## config.mk

```make
export PLATFORM = sky130hd
export DESIGN_NAME = roll_index_gen
export DESIGN_NICKNAME = d
export VERILOG_FILES = /design/src/rtl/roll_index_gen.sv
export SDC_FILE = /design/constraint.sdc
export NUM_CORES = 1
export LEC_CHECK = 0
export BUFFER_PORTS_ARGS = -buffer_cell sky130_fd_sc_hd__buf_2
export CAP_MARGIN = 20
export CORE_ASPECT_RATIO = 1.5
export CORE_UTILIZATION = 64
export CTS_CLUSTER_SIZE = 10
export DETAILED_ROUTE_END_ITERATION = 12
export GPL_TIMING_DRIVEN = 0
export PLACE_DENSITY = 0.95
export SYNTH_ARGS = -nofsm -noshare
export SYNTH_HDL_FRONTEND = slang
export SYNTH_SLANG_ARGS = --single-unit
```

## constraint.sdc

```tcl
create_clock -name sys_clk -period 5.85 [get_ports sys_clk]
set_input_delay 0.8775 -clock sys_clk [delete_from_list [all_inputs] [get_ports sys_clk]]
set_output_delay 0.8775 -clock sys_clk [all_outputs]
set_load 0.01 [all_outputs]
```

## src/rtl/roll_index_gen.sv

```systemverilog
// roll_index_gen
//   Upstream stage of the start-screen roll. While en_1 is held it steps a
//   6-bit pixel index 0..LAST_IDX, one step every TICK_DIV cycles. Each step
//   is marked by a one-cycle roll_cnt strobe. When the last index has been
//   strobed, the block holds in DONE with roll_done set.
//
// Ports
//   sys_clk      in   system clock, rising edge
//   sys_rst_n    in   async active-low reset
//   en_1         in   level-sensitive run request; low returns to IDLE
//   water_index  out  current step index (registered)
//   roll_cnt     out  one-cycle step strobe; water_index stable during it
//   led_pos      out  serpentine {row, col} of water_index (combinational)
//   roll_done    out  sequence complete and held
module roll_index_gen #(
  parameter int          TICK_DIV = 25_000_000,
  parameter int          CNT_W    = 25,
  parameter logic [5:0]  LAST_IDX = 6'd63
) (
  input  logic       sys_clk,
  input  logic       sys_rst_n,
  input  logic       en_1,
  output logic [5:0] water_index,
  output logic       roll_cnt,
  output logic [5:0] led_pos,
  output logic       roll_done
);

  typedef enum logic [1:0] {IDLE, RUN, STROBE, DONE} state_t;

  // RUN spends TICK_DIV-1 cycles and STROBE spends one cycle, so the strobe
  // period is TICK_DIV.
  localparam logic [CNT_W-1:0] DIV_LAST = CNT_W'(TICK_DIV - 2);

  state_t           state_q, state_d;
  logic [CNT_W-1:0] div_q, div_d;
  logic [5:0]       idx_d;
  logic             strobe_d, done_d;

  always_comb begin
    state_d  = state_q;
    div_d    = div_q;
    idx_d    = water_index;
    strobe_d = 1'b0;
    done_d   = roll_done;
    case (state_q)
      IDLE: begin
        div_d  = '0;
        idx_d  = '0;
        done_d = 1'b0;
        if (en_1) state_d = RUN;
      end
      RUN: begin
        if (div_q == DIV_LAST) begin
          div_d    = '0;
          strobe_d = 1'b1;
          state_d  = STROBE;
        end else begin
          div_d = div_q + CNT_W'(1);
        end
      end
      STROBE: begin
        // The index advances only after its strobe has been seen. It stops
        // at LAST_IDX, so it never wraps.
        if (water_index == LAST_IDX) begin
          done_d  = 1'b1;
          state_d = DONE;
        end else begin
          idx_d   = water_index + 6'd1;
          state_d = RUN;
        end
      end
      DONE: ;
      default: state_d = IDLE;
    endcase
    // Dropping the run request overrides everything, including a live strobe.
    if (state_q != IDLE && !en_1) begin
      state_d  = IDLE;
      div_d    = '0;
      idx_d    = '0;
      strobe_d = 1'b0;
      done_d   = 1'b0;
    end
  end

  always_ff @(posedge sys_clk or negedge sys_rst_n) begin
    if (!sys_rst_n) begin
      state_q     <= IDLE;
      div_q       <= '0;
      water_index <= '0;
      roll_cnt    <= 1'b0;
      roll_done   <= 1'b0;
    end else begin
      state_q     <= state_d;
      div_q       <= div_d;
      water_index <= idx_d;
      roll_cnt    <= strobe_d;
      roll_done   <= done_d;
    end
  end

  // Odd rows run right-to-left. For a 3-bit column, 7 - col is equal to ~col.
  always_comb begin
    led_pos = {water_index[5:3],
               water_index[3] ? ~water_index[2:0] : water_index[2:0]};
  end

endmodule
```

Word-level counts from Yosys, hierarchy flattened
Index checks and enable logic that the tools add are counted.
{"block": "word_totals", "register_bits": 35, "word_cells": 44, "out_inout_bits": 14, "inputBits": 3}
{"block": "classes", "addsub": 2, "reduce_logical": 10, "n_eq_ne": 8, "bitwise": 1, "n_mux": 18}
{"op": "2-to-1 mux 25 bit", "count": 2}
{"op": "case mux 25 bit (2 select lines)", "count": 1}
{"op": "adder 25 x 1 -> 25 bit, second input constant", "count": 1}
{"op": "== test 25 bit, second input constant", "count": 1}
{"op": "2-to-1 mux 6 bit", "count": 2}
{"op": "inequality test 3 bit, second input constant", "count": 4}
{"op": "case mux 6 bit (2 select lines)", "count": 1}
{"op": "2-to-1 mux 2 bit", "count": 4}
{"op": "adder 6 x 1 -> 6 bit, second input constant", "count": 1}
{"op": "== test 6 bit, second input constant", "count": 1}
{"op": "case mux 2 bit (3 select lines)", "count": 1}
{"op": "nonzero test 3 bit", "count": 2}
{"op": "2-to-1 mux 1 bit", "count": 5}
{"op": "AND reduction 2 bit", "count": 2}
{"op": "nonzero test 4 bit", "count": 1}
{"op": "2-to-1 mux 3 bit", "count": 1}
{"op": "NOT 3 bit", "count": 1}
{"op": "AND reduction 3 bit", "count": 1}
{"op": "== test 2 x 1 -> 1 bit, second input constant", "count": 1}
{"op": "== test 2 bit, second input constant", "count": 1}
{"op": "logical NOT 2 bit", "count": 1}
{"op": "case mux 1 bit (2 select lines)", "count": 1}
{"op": "nonzero test 2 bit", "count": 1}
{"op": "logical AND 1 bit", "count": 1}
{"op": "logical NOT 1 bit", "count": 1}

Logic depth before layout (Yosys ltp)
{"block": "depth", "ltp_word": 4, "depth_mapped": 8, "depth_no_buf": 7}

Worst setup path after synthesis
No wires, ideal clock.
{"block": "synth_path", "path_type": "input-to-reg", "start": "in en_1", "end": "reg div_q[3]", "cell_stages": 5, "slack_ns": 3.688, "path_buffers": 1, "t_required_ns": 5.724, "setup_time_ns": 0.126, "arrival_time_ns": 2.036, "path_cell_list": "nor2b_1 > nor3_1 > clkbuf_1 > nor2_2 > a221o_1"}
{"block": "synth_between", "elab_chain_cells": 3, "word_cells_on_any_way": 4, "classes_between": "mux: 1; reduce/logical: 3"}
{"item": "from (decl)", "line_no": "22", "rtl": "input logic en_1,"}
{"item": "logical NOT 1 bit (*)", "line_no": "77", "rtl": "if (state_q != IDLE && !en_1) begin"}
{"item": "logical AND 1 bit (*)", "line_no": "77"}
{"item": "nonzero test 3 bit (no line) or 2-to-1 mux 25 bit (tied branches)"}
{"item": "to (signal assigned)", "line_no": "95", "rtl": "div_q <= div_d;"}
{"item": "to (decl)", "line_no": "36", "rtl": "logic [CNT_W-1:0] div_q, div_d;"}
Every way passes the cells marked *; elsewhere a longest branch is shown, timed or not.
A chain may end at the register's enable or synchronous reset.

Final worst setup path
Same ends and word-level chain as after synthesis.

==> out/qor.txt <==
CP Launch Type - input port
Internal - 442 uW
post-synth top area cell - dfrtp_1
Num CTS Buffers - 5
Slew HR - 0.378
worst hold stages - 1
NumNets Final - 256
FILL cells - 189
drt drc - 0
setup TNS - 0 ps
dpl hpwl - 3170 um
area of the multi-input gates - 1100 um2
ratio of cells with drive above 1 in the final layout - 0.174
Synth top cells by count - 35 x dfrtp_1, 33 x nor2_1, 20 x nand2_1, 13 x xnor2_1, 11 x a21oi_1
final max-slew violation count - 0
Hold Path Class - flop to flop
post-cts resize count - 0
clk slew on worst S/H paths - 70 ps
Iteration-0 DRC Markers - 108
TritonCTS clock tree - done
starting density of the core - 0.693
fin crit period - 2330 ps
CP required - 6030 ps
FF-to-FF Start - state_q[1]
Synth Cell Area - 2060 um2
R2R setup slack - 3530 ps
Die X - 48.3 um
total gr overflow - 0
first-pass GRT wire length - 8300 um
Reg area - 876 um2
ys flop type - dfrtp_1
maximum vdd ir drop - 0.179 mV
GRT Total Usage - 0.315
Setup Fix Bufs, Post-CTS - 0
RSZ-0062 raised after global routing - false
Clk Tree Root Cell - clkbuf_8
CTS Hold Bufs - 0
Lkg Pwr - 1.01 nW
largest net degree at the start of global routing - 36
worst setup path category - input port to flop
Comb pwr share - 0.289
Synthesized Nets - 233
vias in the first global route - 1,818
Avg Inst Size Synth - 9.24 um2
vias per cell - 6.49
number of max-cap violations - 0
post-DR wirelength/cell - 16.9 um
Via Count - 1,857
final setup margin - 3520 ps
row count - 24
largest cells by area after synthesis - dfrtp_1 43%, nor2_1 6.0%, xnor2_1 5.5%
initial antenna violation count - 0
post-synth cell types - 44
Post-Route Skew - 4.97 ps
port buffer count - 16
Cells after Synth - 223
fin crit share - 0.398
die height - 71.5 um
CP Capture Type - flop
EDFF count, synth - 0
hold endpoint - div_q[14]
Sw Share - 0.355
Die Area - 3450 um2
area fraction of the dominant cell type after synthesis - 0.425
register area share after synthesis - 0.425
CP Max Fanout - 10
core area - 2970 um2
run status - complete, no violations
worst slack, placed - 3260 ps
Post-Route WL - 4830 um
sequential power share - 0.385
asr flop ratio synth - 1.00
final setup fails - 0
Placer Congestion - 0.851
Worst Tran Pin Value - 925 ps
switching power total - 243 uW
Pwr per Cell Area - 297 nW/um2
worst-case clock buffer depth - 2
Routed Antenna Nets - 0
Design Area, Final - 2300 um2
IO Pins - 17
Worst Path Arrival - 2510 ps
DR pass1 iterations - 4
reg2reg end - div_q[3]
H-tree levels - 2
diode count - 0
Area Overhead vs Synth - 11.7%
most frequent cell after synthesis - dfrtp_1
Clk pwr share - 0.326
yosys warns - 0
reg2reg path depth - 6
Hold Crit Start - div_q[14]
FMAX - 429 MHz
endpoints failing hold - 0
post-synthesis register bit count - 35
Sink Count - 35
Placed Area - 2190 um2
Clk Latency, worst-skew pair - 300 ps
==> cells by family (layout without fill, tap and decap cells) <==
| logic type | Yosys count | count (layout) | share of synthesized area |
|---|---|---|---|
| compound gates | 37 | 37 | 0.134 |
| xor+xnor | 16 | 16 | 0.0680 |
| fa+ha+maj | 7 | 7 | 0.0425 |
| buf+inv | 14 | 38 | 0.0383 |
| flops | 35 | 35 | 0.425 |
| mux | 2 | 2 | 0.0121 |
| simple gates | 112 | 112 | 0.280 |
==> registers in the layout, indices dropped and copies added, names as in the netlist <==
name,flops
roll_done,1
div_q,25
roll_cnt,1
state_q,2
water_index,6
==> cells in the final DEF, fill, tap and decap left out, drive strengths merged <==
cell	instances
nor2b	5
o31ai	4
and3	4
nand3	9
or4b	1
dfrtp	35
clkbuf	7
clkinv	2
mux2	1
a21o	1
nand4	8
a21oi	12
ha	7
or2	1
a311oi	1
and2	1
xnor2	13
a32o	1
inv	6
buf	22
a22o	4
nor4b	1
o22a	1
nor3	9
mux2i	1
o21ai	8
a221o	2
or3	3
nor4	10
xor2	3
o21a	1
o311ai	2
nor2	34
bufinv	1
and3b	1
and4	4
nand2	21
==> power by group through the flow <==
stage          Sequential (mW)  Clock [mW]  Combinational, mW
6_report                 0.263       0.223              0.198
5_1_grt                  0.265       0.234              0.219
4_1_cts                  0.263       0.226              0.195
3_5_place_dp             0.268           0              0.194
3_3_place_gp             0.268           0              0.190
2_1_floorplan            0.265           0              0.148
==> final cells by class <==
class / instances / share of cell area
buffer: 8 / 0.0245
sequential: 35 / 0.381
multi-input combinational: 174 / 0.480
clock inverter: 3 / 0.0190
inverter: 6 / 0.00979
clock buffer: 5 / 0.0299
timing repair buffer: 16 / 0.0348
tap: 39 / 0.0212
==> worst max path at each step <==
stage	startpoint	to	slack [ps]	depth (start not counted)
after floorplan	en_1	div_q[3]	3690	5
after global placement	en_1	div_q[3]	3270	6
after detailed placement	en_1	div_q[3]	3260	6
after CTS	state_q[1]	div_q[3]	3550	7
after global routing	state_q[0]	div_q[3]	3310	7
final	en_1	div_q[3]	3520	6
==> metal layers <==
layer	vias to the layer above	part of all wire	wire, um	GRT usage
met5	-	0	0	0
met4	0	0.049	236	0.242
met3	26	0.052	249	0.0637
met2	79	0.53	2550	0.541
met1	905	0.37	1800	0.338
li1	847	-	-	-
==> worst max-delay path, stage by stage <==
cell and delay [ps]:
buf_2 110, nor2b_1 100, nor3_1 500, clkbuf_1 430
nor2_2 170, a221o_1 320
==> through the flow <==
step | power (mW) | hold WS, ps | instances | util
floorplan | 0.413 | 493 | 223 | -
global placement | 0.458 | 509 | 278 | 0.736
detailed placement | 0.462 | 521 | 278 | 0.736
CTS | 0.685 | 538 | 286 | 0.774
global route | 0.718 | 555 | 286 | 0.774
finish | 0.684 | 543 | 286 | 0.774
Power figures use the tool's default switching activity.
